## config.mk

```make
export PLATFORM = sky130hd
export DESIGN_NAME = aes_sbox
export DESIGN_NICKNAME = d
export VERILOG_FILES = /design/src/rtl/aes_pkg.sv /design/src/rtl/aes_sbox_byte.sv /design/src/rtl/aes_sbox.sv
export SDC_FILE = /design/constraint.sdc
export NUM_CORES = 2
export LEC_CHECK = 0
export CELL_PAD_IN_SITES_DETAIL_PLACEMENT = 2
export CELL_PAD_IN_SITES_GLOBAL_PLACEMENT = 2
export CORE_UTILIZATION = 32
export CTS_CLUSTER_SIZE = 12
export DETAILED_ROUTE_END_ITERATION = 16
export GPL_TIMING_DRIVEN = 1
export HOLD_SLACK_MARGIN = 0.08
export PLACE_DENSITY_LB_ADDON = 0.1
export SYNTH_ARGS = -nofsm -noshare
export SYNTH_HDL_FRONTEND = slang
export SYNTH_SLANG_ARGS = --single-unit
export TNS_END_PERCENT = 100
```

## constraint.sdc

```tcl
create_clock -name clk -period 3.1 [get_ports clk]
set_input_delay 0.62 -clock clk [delete_from_list [all_inputs] [get_ports clk]]
set_output_delay 0.62 -clock clk [all_outputs]
set_load 0.005 [all_outputs]
```

## src/rtl/aes_pkg.sv

```systemverilog
// Shared AES types and the forward S-box constant table used by the
// round datapath and the key scheduler.
package aes_pkg;

  typedef logic [15:0][7:0] aes_128;
  typedef logic [3:0][7:0]  aes_32;
  typedef logic [7:0]       aes_byte;

  // Forward S-box: GF(2^8) inverse (0 maps to 0) followed by the affine
  // transform with constant 0x63. Indexed directly by the input byte.
  localparam aes_byte SBOX [0:255] = '{
    8'h63, 8'h7c, 8'h77, 8'h7b, 8'hf2, 8'h6b, 8'h6f, 8'hc5, 8'h30, 8'h01, 8'h67, 8'h2b, 8'hfe, 8'hd7, 8'hab, 8'h76,
    8'hca, 8'h82, 8'hc9, 8'h7d, 8'hfa, 8'h59, 8'h47, 8'hf0, 8'had, 8'hd4, 8'ha2, 8'haf, 8'h9c, 8'ha4, 8'h72, 8'hc0,
    8'hb7, 8'hfd, 8'h93, 8'h26, 8'h36, 8'h3f, 8'hf7, 8'hcc, 8'h34, 8'ha5, 8'he5, 8'hf1, 8'h71, 8'hd8, 8'h31, 8'h15,
    8'h04, 8'hc7, 8'h23, 8'hc3, 8'h18, 8'h96, 8'h05, 8'h9a, 8'h07, 8'h12, 8'h80, 8'he2, 8'heb, 8'h27, 8'hb2, 8'h75,
    8'h09, 8'h83, 8'h2c, 8'h1a, 8'h1b, 8'h6e, 8'h5a, 8'ha0, 8'h52, 8'h3b, 8'hd6, 8'hb3, 8'h29, 8'he3, 8'h2f, 8'h84,
    8'h53, 8'hd1, 8'h00, 8'hed, 8'h20, 8'hfc, 8'hb1, 8'h5b, 8'h6a, 8'hcb, 8'hbe, 8'h39, 8'h4a, 8'h4c, 8'h58, 8'hcf,
    8'hd0, 8'hef, 8'haa, 8'hfb, 8'h43, 8'h4d, 8'h33, 8'h85, 8'h45, 8'hf9, 8'h02, 8'h7f, 8'h50, 8'h3c, 8'h9f, 8'ha8,
    8'h51, 8'ha3, 8'h40, 8'h8f, 8'h92, 8'h9d, 8'h38, 8'hf5, 8'hbc, 8'hb6, 8'hda, 8'h21, 8'h10, 8'hff, 8'hf3, 8'hd2,
    8'hcd, 8'h0c, 8'h13, 8'hec, 8'h5f, 8'h97, 8'h44, 8'h17, 8'hc4, 8'ha7, 8'h7e, 8'h3d, 8'h64, 8'h5d, 8'h19, 8'h73,
    8'h60, 8'h81, 8'h4f, 8'hdc, 8'h22, 8'h2a, 8'h90, 8'h88, 8'h46, 8'hee, 8'hb8, 8'h14, 8'hde, 8'h5e, 8'h0b, 8'hdb,
    8'he0, 8'h32, 8'h3a, 8'h0a, 8'h49, 8'h06, 8'h24, 8'h5c, 8'hc2, 8'hd3, 8'hac, 8'h62, 8'h91, 8'h95, 8'he4, 8'h79,
    8'he7, 8'hc8, 8'h37, 8'h6d, 8'h8d, 8'hd5, 8'h4e, 8'ha9, 8'h6c, 8'h56, 8'hf4, 8'hea, 8'h65, 8'h7a, 8'hae, 8'h08,
    8'hba, 8'h78, 8'h25, 8'h2e, 8'h1c, 8'ha6, 8'hb4, 8'hc6, 8'he8, 8'hdd, 8'h74, 8'h1f, 8'h4b, 8'hbd, 8'h8b, 8'h8a,
    8'h70, 8'h3e, 8'hb5, 8'h66, 8'h48, 8'h03, 8'hf6, 8'h0e, 8'h61, 8'h35, 8'h57, 8'hb9, 8'h86, 8'hc1, 8'h1d, 8'h9e,
    8'he1, 8'hf8, 8'h98, 8'h11, 8'h69, 8'hd9, 8'h8e, 8'h94, 8'h9b, 8'h1e, 8'h87, 8'he9, 8'hce, 8'h55, 8'h28, 8'hdf,
    8'h8c, 8'ha1, 8'h89, 8'h0d, 8'hbf, 8'he6, 8'h42, 8'h68, 8'h41, 8'h99, 8'h2d, 8'h0f, 8'hb0, 8'h54, 8'hbb, 8'h16
  };

endpackage

```

## src/rtl/aes_sbox_byte.sv

```systemverilog
// Single-byte forward S-box lookup; purely combinational, defined for
// all 256 inputs.
module aes_sbox_byte
  import aes_pkg::*;
(
  input  aes_byte byte_i,
  output aes_byte byte_o
);

  assign byte_o = SBOX[byte_i];

endmodule

```

## src/rtl/aes_sbox.sv

```systemverilog
// Registered S-box bank shared by the round datapath (16 state bytes)
// and the key scheduler (4 key-word bytes). key_gen picks which output
// register loads on a given cycle; the other one holds.
module aes_sbox
  import aes_pkg::*;
(
  input  logic   clk,
  input  logic   rst,
  input  aes_128 in,
  input  aes_32  key_in,
  input  logic   key_gen,
  output aes_128 out,
  output aes_32  key_out
);

  aes_128 out_d, out_q;
  aes_32  key_d, key_q;

  // Positional byte mapping: byte k in feeds byte k out, no reordering.
  for (genvar k = 0; k < 16; k++) begin : g_state
    aes_sbox_byte u_state_byte (
      .byte_i (in[k]),
      .byte_o (out_d[k])
    );
  end

  for (genvar k = 0; k < 4; k++) begin : g_key
    aes_sbox_byte u_key_byte (
      .byte_i (key_in[k]),
      .byte_o (key_d[k])
    );
  end

  // Output registers: reset wins, then key_gen selects the path that loads.
  always_ff @(posedge clk) begin
    // NOTE: non-blocking assignments so every register samples pre-edge values.
    if (rst) begin
      out_q <= '0;
      key_q <= '0;
    end else if (key_gen) begin
      key_q <= key_d;
    end else begin
      out_q <= out_d;
    end
  end

  assign out     = out_q;
  assign key_out = key_q;

endmodule

```

==> impl_metrics.tcl <==
set metrics [dict create \
    synth_seq_area_share_pct 4.57 \
    finalMaxSlewViolations 0 \
    die_y_um 470 \
    fmax_mhz 320 \
    synth_cell_type_count 100 \
    crit_required_ns 3.62 \
    netlist_area_um2 70100 \
    fp.dieArea_um2 221000 \
    power_mw 22.9 \
    cp_max_fo 5 \
    cts_buffers 17 \
    p_per_area_nw_per_um2 240 \
    syn_to_final_growth_pct 36.1 \
    post-synth-top-area-fraction_pct 8.12 \
    yosysTopAreaCell "o21ai_0" \
    synthArstFlopShare_pct 0 \
    start_util_pct 32.3 \
    synthTopCellsByArea "o21ai_0 (8.1%), a21oi_1 (7.7%), nand2_1 (5.5%), ha_1 (5.4%), nor2_1 (5.3%)" \
    synth-seq-cells 160 \
    yosys_warnings 0 \
    numPortBuffers 322 \
    drtPass1Iterations 6 \
    antenna_found_initial 48 \
    drv_cap 0 \
    start_kind "input pin" \
    synth_edf_count 0 \
    hold_path.class "reg -> reg" \
    drt-wirelength-per-cell_um 33.0 \
    synth_cells 11300 \
    vias 112000 \
    grt.total_usage_pct 45.7 \
    clock_path_buffers 2 \
    irDropWorstVdd_mv 0.493 \
    period_share_pct 101 \
    place_hpwl_um 407000 \
    slew_headroom_pct 31.4 \
    cts_setup_buffers 0 \
    end_kind "flop" \
    htreeDepth 4 \
    setup_ws_ns -0.0260 \
    wl_um 531000 \
    cts-root-buf "clkbuf_16" \
    grt_pass1_vias 116000 \
    crit_arrival_ns 3.65 \
    final-hold-violation-count 0 \
    run_status "finished, violations left" \
    ant_nets 0 \
    violations "negative setup slack" \
    fin_skew_ns 0 \
    drive_above_1_share_pct 26.4 \
    clk-insertion-delay-late_ns 0.61 \
    ios 323 \
    grt_max_degree 88 \
    drt_first_iter_violations 14000 \
    crit_type "in -> reg" \
    synth_nets 11800 \
    overflow 0 \
    instances_no_fill 16100 \
    fp-row-count 171 \
    final_nets 13700 \
    period_needed_ns 3.13 \
    setup_violations 1 \
    die_w_um 470 \
    dpl.cell_count 16000 \
    cts_hold_buf 0 \
    cts_tree "built" \
    syn_avg_cell_area_um2 6.21 \
    post-route-util_pct 43.9 \
    drc_errors 0 \
    path_clk_slew_ns 0.11 \
    place_congestion 1.06 \
    power_leakage_nw 38.8 \
    ys.flop_type "dfxtp_1" \
    clock_sinks 160 \
    core_um2 217000 \
    viasPerCell 6.93 \
    grt_pass1_wl_um 783000 \
    tightest_slew_ns 1.03 \
]
[power breakdown]
part           internal [mW]  leakage (nW)  switching, mW
Combinational           6.91          37.2           10.6
Sequential              2.25          1.33          0.192
Clock                   1.28         0.272           1.67
[synthesized netlist by cell type (121+ instances only)]
| library cell | count |
|---|---|
| o311ai_0 | 227 |
| clkbuf_1 | 787 |
| inv_1 | 169 |
| o31ai_1 | 121 |
| nand3_1 | 390 |
| nor2_1 | 998 |
| nor3_1 | 526 |
| a21oi_1 | 1075 |
| a211oi_1 | 286 |
| mux4_2 | 140 |
| buf_2 | 456 |
| nor2b_1 | 243 |
| dfxtp_1 | 160 |
| a311oi_1 | 186 |
| nand2_1 | 1025 |
| o211ai_1 | 298 |
| o21ai_0 | 1138 |
| ha_1 | 300 |
| a31oi_1 | 304 |
| nand2b_1 | 347 |
[per-stage QoR]
step	area (um2)	setup WS (ns)	hold slack, ns	TNS [ns]
floorplan	70100	-0.0153	0.442	-0.0153
global route	95400	-0.0264	0.497	-0.0264
CTS	95200	0.0209	0.427	0
finish	95400	-0.0260	0.469	-0.0260
detailed placement	94600	-0.674	0.453	-57.56
global placement	94600	-0.597	0.451	-44.23
[layout by cell type (no fill, tap or decap), drive strengths merged, types with 59 or more instances in the layout]
master         count
a221oi           103
clkdlybuf4s50    233
dfxtp            160
nand2           1030
nand2b           348
mux2i             84
or3               75
o21ai           1161
and2             115
a2111oi          112
o221ai            74
ha               300
buf             3095
a211oi           286
a211o             66
o311ai           236
nor3             526
nor2            1010
or2              109
o31ai            121
o211ai           298
a31oi            304
a311oi           186
a21oi           1075
inv              188
o311a             59
and3              66
mux4             140
nand3            390
o22ai             87
nor2b            244
[sequential cells by signal (all words and copies together), names as in the netlist]
signal   cells
out        128
key_out     32
[cell type report]
cell class	instances	area, um2
fillers	26500	122000
multi-input cells	9490	60100
repair buffers	3329	27100
well taps	2854	3570
flip-flops and latches	160	3200
inverters	216	818
clock buffers	19	433
clock inverters	13	163
diodes	27	67.6
[cell families (layout without fill, tap and decap cells)]
kind of cell             after synthesis  count (layout)  synth area share [%]
other                                  0              27                     0
flip-flops                           160             160                  4.57
XOR/XNOR                              40              40                 0.499
multiplexers                         249             249                  6.10
adder cells (fa/ha/maj)              300             300                  5.35
AND/OR/NAND/NOR                     4145            4145                  28.5
buffers and inverters               1639            3577                  9.98
AO/OA/AOI/OAI                       4756            4756                  45.0
[worst max-delay path: stages]
cell and delay (ns):
clkdlybuf4s50_1 0.57, buf_4 0.24, ha_1 0.23, buf_4 0.15, nor2b_1 0.65, nand3b_1 0.21, o31ai_1 0.08, o21ai_0 0.23
a21oi_1 0.09, a211o_1 0.31, a32o_1 0.26
[path summary, 6_finish.rpt]
path / start / endpoint / slack [ns] / depth (start not counted)
max reg2reg: out[19]$_SDFFE_PP0N_ / out[19]$_SDFFE_PP0N_ / 1.84 / 5
max: key_in[16] / key_out[18]$_SDFFE_PP0P_ / -0.03 / 11
min: key_out[2]$_SDFFE_PP0P_ / key_out[2]$_SDFFE_PP0P_ / 0.47 / 1
min reg2reg: key_out[2]$_SDFFE_PP0P_ / key_out[2]$_SDFFE_PP0P_ / 0.47 / 1
[layer usage]
metal  share of wire [%]  vias up  GRT usage, %
met5               0.039        -             0
li1                    -    46800             -
met4                 6.6       32          27.0
met3                 9.4     1889          7.64
met2                  44     7148          70.6
met1                  40    55800          59.2
[repair_timing]
item | 4_1_cts | 5_1_grt
pin swaps | 0 | 0
setup endpoints to repair | 2 | 25
gates resized for setup | 2 | 41
No activity file was read; power rests on OpenSTA's default activity.
